==> src/rtl/mp_pkg.sv <==
// Shared package for the multi-core processor slice.
//
// Contents:
//   - FSM state encodings for the data-memory arbiter (IDLE/ISSUE/DATA)
//   - core index constants CORE_A..CORE_D = 0..3
//   - core-select bit weights used by the instruction encoding
//   - small helpers for converting a core index to a one-hot or weight
package mp_pkg;

  localparam int NUM_CORES = 4;

  typedef logic [1:0] core_idx_t;

  // Arbiter FSM encoding. Kept as plain constants so older code that
  // compares against raw 2-bit values keeps working.
  localparam logic [1:0] IDLE  = 2'd0;
  localparam logic [1:0] ISSUE = 2'd1;
  localparam logic [1:0] DATA  = 2'd2;

  localparam core_idx_t CORE_A = 2'd0;
  localparam core_idx_t CORE_B = 2'd1;
  localparam core_idx_t CORE_C = 2'd2;
  localparam core_idx_t CORE_D = 2'd3;

  // Core-select bit weights as they appear in the instruction word.
  localparam int unsigned CORE_SEL_A = 32'd4096;
  localparam int unsigned CORE_SEL_B = 32'd8192;
  localparam int unsigned CORE_SEL_C = 32'd16384;
  localparam int unsigned CORE_SEL_D = 32'd32768;

  // One-hot vector for a core index (bit 0 = core a).
  function automatic logic [NUM_CORES-1:0] core_onehot(input core_idx_t idx);
    core_onehot = 4'b0001 << idx;
  endfunction

  // Instruction-encoding weight for a core index.
  function automatic logic [15:0] core_sel_weight(input core_idx_t idx);
    core_sel_weight = 16'h1000 << idx;
  endfunction

endpackage

==> src/rtl/rr_pick4.sv <==
// rr_pick4 -- combinational 4-way round-robin picker.
//
// The search starts at the core after last_winner and wraps a->b->c->d->a,
// so the most recent winner has the lowest priority for the next pick.
//
// Ports:
//   eligible     in   4  request mask, bit 0 = core a
//   last_winner  in   2  index of the most recently served core
//   valid        out  1  at least one eligible core
//   winner       out  2  chosen core index (0 when valid is low)
module rr_pick4
  import mp_pkg::*;
(
  input  logic [NUM_CORES-1:0] eligible,
  input  core_idx_t            last_winner,
  output logic                 valid,
  output core_idx_t            winner
);

  core_idx_t             start;
  logic [NUM_CORES-1:0]  rot;
  core_idx_t             off;

  always_comb begin
    start = last_winner + 2'd1;
    // Rotate the mask so bit 0 is the first core to consider; a fixed
    // priority encoder on the rotated mask then gives the round-robin order.
    rot   = 4'({eligible, eligible} >> start);
    valid = |eligible;
    off   = 2'd0;
    if (rot[0])      off = 2'd0;
    else if (rot[1]) off = 2'd1;
    else if (rot[2]) off = 2'd2;
    else if (rot[3]) off = 2'd3;
    // Undo the rotation; 2-bit addition wraps modulo 4.
    winner = valid ? core_idx_t'(start + off) : CORE_A;
  end

endmodule

==> src/rtl/dmem_arbiter.sv <==
// dmem_arbiter -- round-robin arbiter sharing the single-port, synchronous-
// read data memory among cores a..d.
//
// Every access takes exactly three cycles: IDLE (pick) -> ISSUE (memory
// acts on the closing edge) -> DATA (read data valid, done registered on
// the closing edge) -> IDLE. There are no back-to-back ISSUE states.
//
// Ports:
//   clock, reset                 system clock, synchronous active-high reset
//   req_x / we_x / addr_x /
//   wdata_x  (x = a..d)          per-core request, held until its done
//   grant_x                      registered one-hot, high in ISSUE and DATA
//   done_x                       registered one-cycle completion pulse
//   rdata_x                      registered load data, held until next done
//   mem_addr / mem_wdata / mem_we   data-memory request port
//   mem_rdata                    data-memory read data (one cycle latency)
//   busy                         high in ISSUE and DATA
module dmem_arbiter
  import mp_pkg::*;
#(
  parameter int ADDR_W = 16,
  parameter int DATA_W = 16
) (
  input  logic              clock,
  input  logic              reset,

  input  logic              req_a,
  input  logic              req_b,
  input  logic              req_c,
  input  logic              req_d,
  input  logic              we_a,
  input  logic              we_b,
  input  logic              we_c,
  input  logic              we_d,
  input  logic [ADDR_W-1:0] addr_a,
  input  logic [ADDR_W-1:0] addr_b,
  input  logic [ADDR_W-1:0] addr_c,
  input  logic [ADDR_W-1:0] addr_d,
  input  logic [DATA_W-1:0] wdata_a,
  input  logic [DATA_W-1:0] wdata_b,
  input  logic [DATA_W-1:0] wdata_c,
  input  logic [DATA_W-1:0] wdata_d,

  output logic              grant_a,
  output logic              grant_b,
  output logic              grant_c,
  output logic              grant_d,
  output logic              done_a,
  output logic              done_b,
  output logic              done_c,
  output logic              done_d,
  output logic [DATA_W-1:0] rdata_a,
  output logic [DATA_W-1:0] rdata_b,
  output logic [DATA_W-1:0] rdata_c,
  output logic [DATA_W-1:0] rdata_d,

  output logic [ADDR_W-1:0] mem_addr,
  output logic [DATA_W-1:0] mem_wdata,
  output logic              mem_we,
  input  logic [DATA_W-1:0] mem_rdata,

  output logic              busy
);

  logic [1:0]            state_q;
  core_idx_t             last_q;
  core_idx_t             win_q;
  logic                  we_q;
  logic [ADDR_W-1:0]     addr_q;
  logic [DATA_W-1:0]     wdata_q;
  logic [NUM_CORES-1:0]  grant_q;
  logic [NUM_CORES-1:0]  done_q;
  logic [DATA_W-1:0]     rdata_q [NUM_CORES];

  logic [NUM_CORES-1:0]  req_v;
  logic [NUM_CORES-1:0]  eligible;
  logic                  pick_valid;
  core_idx_t             pick_idx;
  logic                  sel_we;
  logic [ADDR_W-1:0]     sel_addr;
  logic [DATA_W-1:0]     sel_wdata;
  logic                  take;

  assign req_v = {req_d, req_c, req_b, req_a};

  // A core whose done is visible this cycle is still holding req (it drops
  // it in this same cycle), so mask it to avoid granting a stale request.
  assign eligible = req_v & ~done_q;

  rr_pick4 u_pick (
    .eligible    (eligible),
    .last_winner (last_q),
    .valid       (pick_valid),
    .winner      (pick_idx)
  );

  assign take = (state_q == IDLE) && pick_valid;

  // Winner's request fields; only the winner's signals are ever looked at.
  always_comb begin
    sel_we    = we_a;
    sel_addr  = addr_a;
    sel_wdata = wdata_a;
    case (pick_idx)
      CORE_B: begin
        sel_we    = we_b;
        sel_addr  = addr_b;
        sel_wdata = wdata_b;
      end
      CORE_C: begin
        sel_we    = we_c;
        sel_addr  = addr_c;
        sel_wdata = wdata_c;
      end
      CORE_D: begin
        sel_we    = we_d;
        sel_addr  = addr_d;
        sel_wdata = wdata_d;
      end
      default: begin
        sel_we    = we_a;
        sel_addr  = addr_a;
        sel_wdata = wdata_a;
      end
    endcase
  end

  // ---- Control: FSM, grant, done, round-robin pointer ----
  always_ff @(posedge clock) begin
    if (reset) begin
      state_q <= IDLE;
      last_q  <= CORE_D;
      win_q   <= CORE_A;
      grant_q <= '0;
      done_q  <= '0;
    end else begin
      done_q <= '0;
      case (state_q)
        IDLE: begin
          if (pick_valid) begin
            win_q   <= pick_idx;
            grant_q <= core_onehot(pick_idx);
            state_q <= ISSUE;
          end
        end
        ISSUE: begin
          state_q <= DATA;
        end
        DATA: begin
          done_q  <= core_onehot(win_q);
          last_q  <= win_q;
          grant_q <= '0;
          state_q <= IDLE;
        end
        default: begin
          state_q <= IDLE;
          grant_q <= '0;
        end
      endcase
    end
  end

  // ---- Request capture: winner's we/addr/wdata held for ISSUE ----
  always_ff @(posedge clock) begin
    if (reset) begin
      we_q    <= 1'b0;
      addr_q  <= '0;
      wdata_q <= '0;
    end else if (take) begin
      we_q    <= sel_we;
      addr_q  <= sel_addr;
      wdata_q <= sel_wdata;
    end
  end

  // ---- Response: load data returned to the winner at the end of DATA ----
  always_ff @(posedge clock) begin
    if (reset) begin
      for (int i = 0; i < NUM_CORES; i++) begin
        rdata_q[i] <= '0;
      end
    end else if ((state_q == DATA) && !we_q) begin
      rdata_q[win_q] <= mem_rdata;
    end
  end

  // Gating with reset kills a store whose ISSUE cycle coincides with reset,
  // since the memory would otherwise act on that same edge.
  assign mem_we    = (state_q == ISSUE) & we_q & ~reset;
  assign mem_addr  = addr_q;
  assign mem_wdata = wdata_q;
  assign busy      = (state_q != IDLE);

  assign grant_a = grant_q[CORE_A];
  assign grant_b = grant_q[CORE_B];
  assign grant_c = grant_q[CORE_C];
  assign grant_d = grant_q[CORE_D];

  assign done_a  = done_q[CORE_A];
  assign done_b  = done_q[CORE_B];
  assign done_c  = done_q[CORE_C];
  assign done_d  = done_q[CORE_D];

  assign rdata_a = rdata_q[CORE_A];
  assign rdata_b = rdata_q[CORE_B];
  assign rdata_c = rdata_q[CORE_C];
  assign rdata_d = rdata_q[CORE_D];

endmodule

==> config.mk <==
export PLATFORM = sky130hd
export DESIGN_NAME = dmem_arbiter
export DESIGN_NICKNAME = d
export VERILOG_FILES = /design/src/rtl/mp_pkg.sv /design/src/rtl/rr_pick4.sv /design/src/rtl/dmem_arbiter.sv
export SDC_FILE = /design/constraint.sdc
export NUM_CORES = 1
export LEC_CHECK = 0
export ABC_AREA = 1
export CAP_MARGIN = 20
export CORE_ASPECT_RATIO = 1.2
export CORE_MARGIN = 2
export CORE_UTILIZATION = 46
export CTS_CLUSTER_DIAMETER = 80
export DETAILED_ROUTE_END_ITERATION = 10
export PLACE_DENSITY = 0.87
export SLEW_MARGIN = 0
export SYNTH_ARGS = -nofsm -noshare
export SYNTH_HDL_FRONTEND = slang
export SYNTH_SLANG_ARGS = --single-unit
==> constraint.sdc <==
create_clock -name clock -period 5.53 [get_ports clock]
set_input_delay 0.8295 -clock clock [delete_from_list [all_inputs] [get_ports clock]]
set_output_delay 0.8295 -clock clock [all_outputs]
set_load 0.005 [all_outputs]
==> results.yml <==
global_routing:
  grt_usage: 0.2710
  grt_use_met3: 0.09151
  grt_overflow: 0
  use_met2: 0.4851
  antenna_found_initial: 1
  busiest_layer: "met2"
  grt_pass1_wl_um: 28340
  grt_max_degree: 71
  grt_pass1_vias: 5527
  grt_use_met1: 0.2927
pwr:
  intPower_mw: 1.705
  peakVddDrop_mv: 0.1663
  swShare: 0.3480
  power_mw: 2.615
  p_sw_mw: 0.9101
  pwr-share-seq: 0.383
  p_leak_nw: 3.862
  combPwrFrac: 0.371
  clockPowerShare: 0.246
  pwr_density_cell_nw_per_um2: 295.9
placed_design:
  portBuffers: 259
  gp_congestion: 0.8845
  dp_hpwl_um: 13660
  placed_cells: 1170
critical_path:
  crit_required_ns: 5.72
  slowest_stage: "clkdlybuf4s50_1"
  critPathMaxStageDelay_ns: 0.51
  cp-end-kind: "flip-flop"
  reg2reg_from: "last_q[0]$_SDFFE_PP1N_"
  critPathMaxFanout: 69
  arrival_ns: 4.22
  r2r_setup_slack_ns: 1.84
  cp_cell_sequence: "clkdlybuf4s50_1, nand3_1, nand3_1, nand2_1, a31oi_1, nor2_1, ha_1, xor2_2, nand3_4, nand2_8, nand2_4, o21ai_0, nand2_1, nand2_1, a21oi_1"
  start_kind: "input port"
  r2r_end: "mem_wdata[1]$_SDFFE_PP0P_"
  ff2ff_path_depth: 16
  crit_top_cell: "nand2_1"
  path_class: "input port to flip-flop"
finish:
  fin_nets: 1173
  drive_above_1_share: 0.04985
  layout.cells.non_filler: 1189
  area_delta_synth_final_pct: 50.05
drt:
  antenna_left: 0
  routedWlPerCell_um: 15.65
  drtPass1Iterations: 5
  drt-initial-drc-count: 363
  num_vias: 5941
  drt_wl_total_um: 18610
  route.detailed.drc: 0
  vias_per_cell: 4.997
timing:
  fmax_mhz: 248.4
  finalHoldViolCount: 0
  period_minus_slack_ns: 4.026
  rsz0062_at_grt: "false"
  drv_slew: 0
  worstMarginPinSlew_ns: 0.8501
  setup_violations: 0
  slew_headroom: 0.4333
  fin_setup_tns_ns: 0
  skew_ns: 0.01225
  fin_crit_sh: 0.7280
synth:
  syn-instance-count: 788
  synth-main-ff-cell: "edfxtp_1"
  synth_warnings: 0
  synth_nets: 943
  ys_ff_latch: 111
  synth_enable_flop_cells: 64
  yosysUniqueCellTypes: 31
  syn_area_sq_um: 5889
  avgSynthCellArea_sq_um: 7.474
  ys_seq_area_frac: 0.4861
  async_flop_share: 0
clock_tree:
  cts_made_buffers: 9
  htree_levels: 3
  cts_resized: 0
  root_buffer: "clkbuf_16"
  cts_tree: "done"
  cts.clk_slew.worst_paths_ns: 0.08
  hold_buffers: 0
  clock_latency_ns: 0.35
  clock_sinks: 111
  postCtsSetupRepairBufs: 0
  cts.path.max_buffers: 2
floorplan:
  ioPinCount: 260
  start_util: 0.4691
  die_x_um: 107.3
  die_area_sq_um: 13730
  core_area_sq_um: 12560
  die_height_um: 128.0
  num_rows: 45
min_path:
  hold_class: "flip-flop to flip-flop"
  hold_depth: 1
  holdPathEnd: "done_q[0]$_SDFF_PP0_"
  worstHoldStart: "win_q[0]$_SDFFE_PP0P_"
run:
  maxCapViolations: 0
outcome:
  outcome: "completed"
[registers in the layout, summed over array words and instances, names as in the netlist]
| register | flops |
|---|---|
| we_q | 1 |
| grant_q | 4 |
| state_q | 2 |
| rdata_q | 64 |
| mem_addr | 16 |
| win_q | 2 |
| done_q | 4 |
| last_q | 2 |
| mem_wdata | 16 |
[how the worst max path moves through the flow]
stage | slack (ns) | depth (start not counted) | from | endpoint
2_1_floorplan | 2.49 | 7 | reset | rdata_q[1][0]$_SDFFCE_PN0P_
3_3_place_gp | 1.31 | 15 | req_a | mem_wdata[1]$_SDFFE_PP0P_
3_5_place_dp | 1.18 | 15 | req_a | mem_wdata[1]$_SDFFE_PP0P_
4_1_cts | 1.56 | 15 | req_a | mem_wdata[1]$_SDFFE_PP0P_
5_1_grt | 1.25 | 15 | req_c | mem_wdata[2]$_SDFFE_PP0P_
6_report | 1.50 | 15 | req_a | mem_wdata[1]$_SDFFE_PP0P_
[through the flow]
stage	setup slack (ns)	cell area, sq um	hold WS, ns	util
final	1.504	8837	0.4464	0.7038
after floorplan	2.495	5889	0.4127	-
after CTS	1.562	8812	0.4479	0.7018
after global placement	1.311	8518	0.4349	0.6784
after detailed placement	1.180	8518	0.4323	0.6784
after global routing	1.245	8835	0.4527	0.7036
[synth_stat cells (3+ instances only)]
master,number,area share
buf_6,3,0.0057
nand3_1,77,0.065
inv_1,154,0.098
clkbuf_1,22,0.014
nand2_4,3,0.0057
nand3_2,4,0.0068
nand2_1,188,0.12
nand2_2,4,0.0042
o32ai_1,3,0.0045
o21ai_2,6,0.0089
buf_2,13,0.011
edfxtp_1,64,0.33
buf_1,8,0.0051
dfxtp_1,47,0.16
nor2_1,74,0.047
o21ai_0,32,0.027
a21oi_1,36,0.031
nor3_1,3,0.0025
nand4_1,33,0.035
[critical path: cells and delay by family]
family / cells / cell delay, ns
and+or+nand+nor: 9 / 1.82
AOI/OAI and AO/OA: 3 / 0.56
buffers and inverters: 1 / 0.51
xor gates and xnor gates: 1 / 0.24
adders and majority gates: 1 / 0.21
[area by class of cell]
cell class / count / area (sq um)
antenna: 2 / 5.005
clock buffer: 9 / 225.2
clock inverter: 7 / 68.82
fill: 1050 / 3719
inverter: 158 / 595.6
multi-input combinational: 473 / 2230
sequential: 111 / 2863
tap: 164 / 205.2
timing repair buffer: 265 / 2645
[layer usage]
metal	part of all wire	vias up
met3	0.10	35
met2	0.50	267
li1	-	2954
met5	0	-
met1	0.37	2685
met4	0.036	0
[placed cells by master (no fill, tap or decap), types with 4 or more instances in the layout]
cell	instances
buf_4	5
nand3_1	77
nand3_2	4
inv_1	153
nand4_1	33
nand2_2	5
dfxtp_1	47
nand2_1	187
o21ai_0	31
o21ai_2	6
clkbuf_16	9
clkdlybuf4s50_1	258
nor2_1	73
a21oi_1	36
edfxtp_1	64
[power by group through the flow]
| stage | clock network (mW) | registers (mW) | logic, mW |
|---|---|---|---|
| after global placement | 0 | 1.02 | 0.936 |
| after floorplan | 0 | 1.02 | 0.568 |
| after detailed placement | 0 | 1.02 | 0.957 |
| after CTS | 0.652 | 1.00 | 0.960 |
| after global routing | 0.688 | 1.01 | 1.07 |
| final | 0.643 | 1.00 | 0.970 |
[cells by family (layout without fill, tap and decap cells)]
group,after synthesis,count (layout),synth area share
other cells,0,2,0
flops,111,111,0.4861
xor+xnor,1,1,0.002763
fa+ha+maj,1,1,0.002124
buf+inv,204,439,0.1370
simple gates,390,390,0.2962
compound gates,81,81,0.07584
Power figures use the tool's default switching activity.
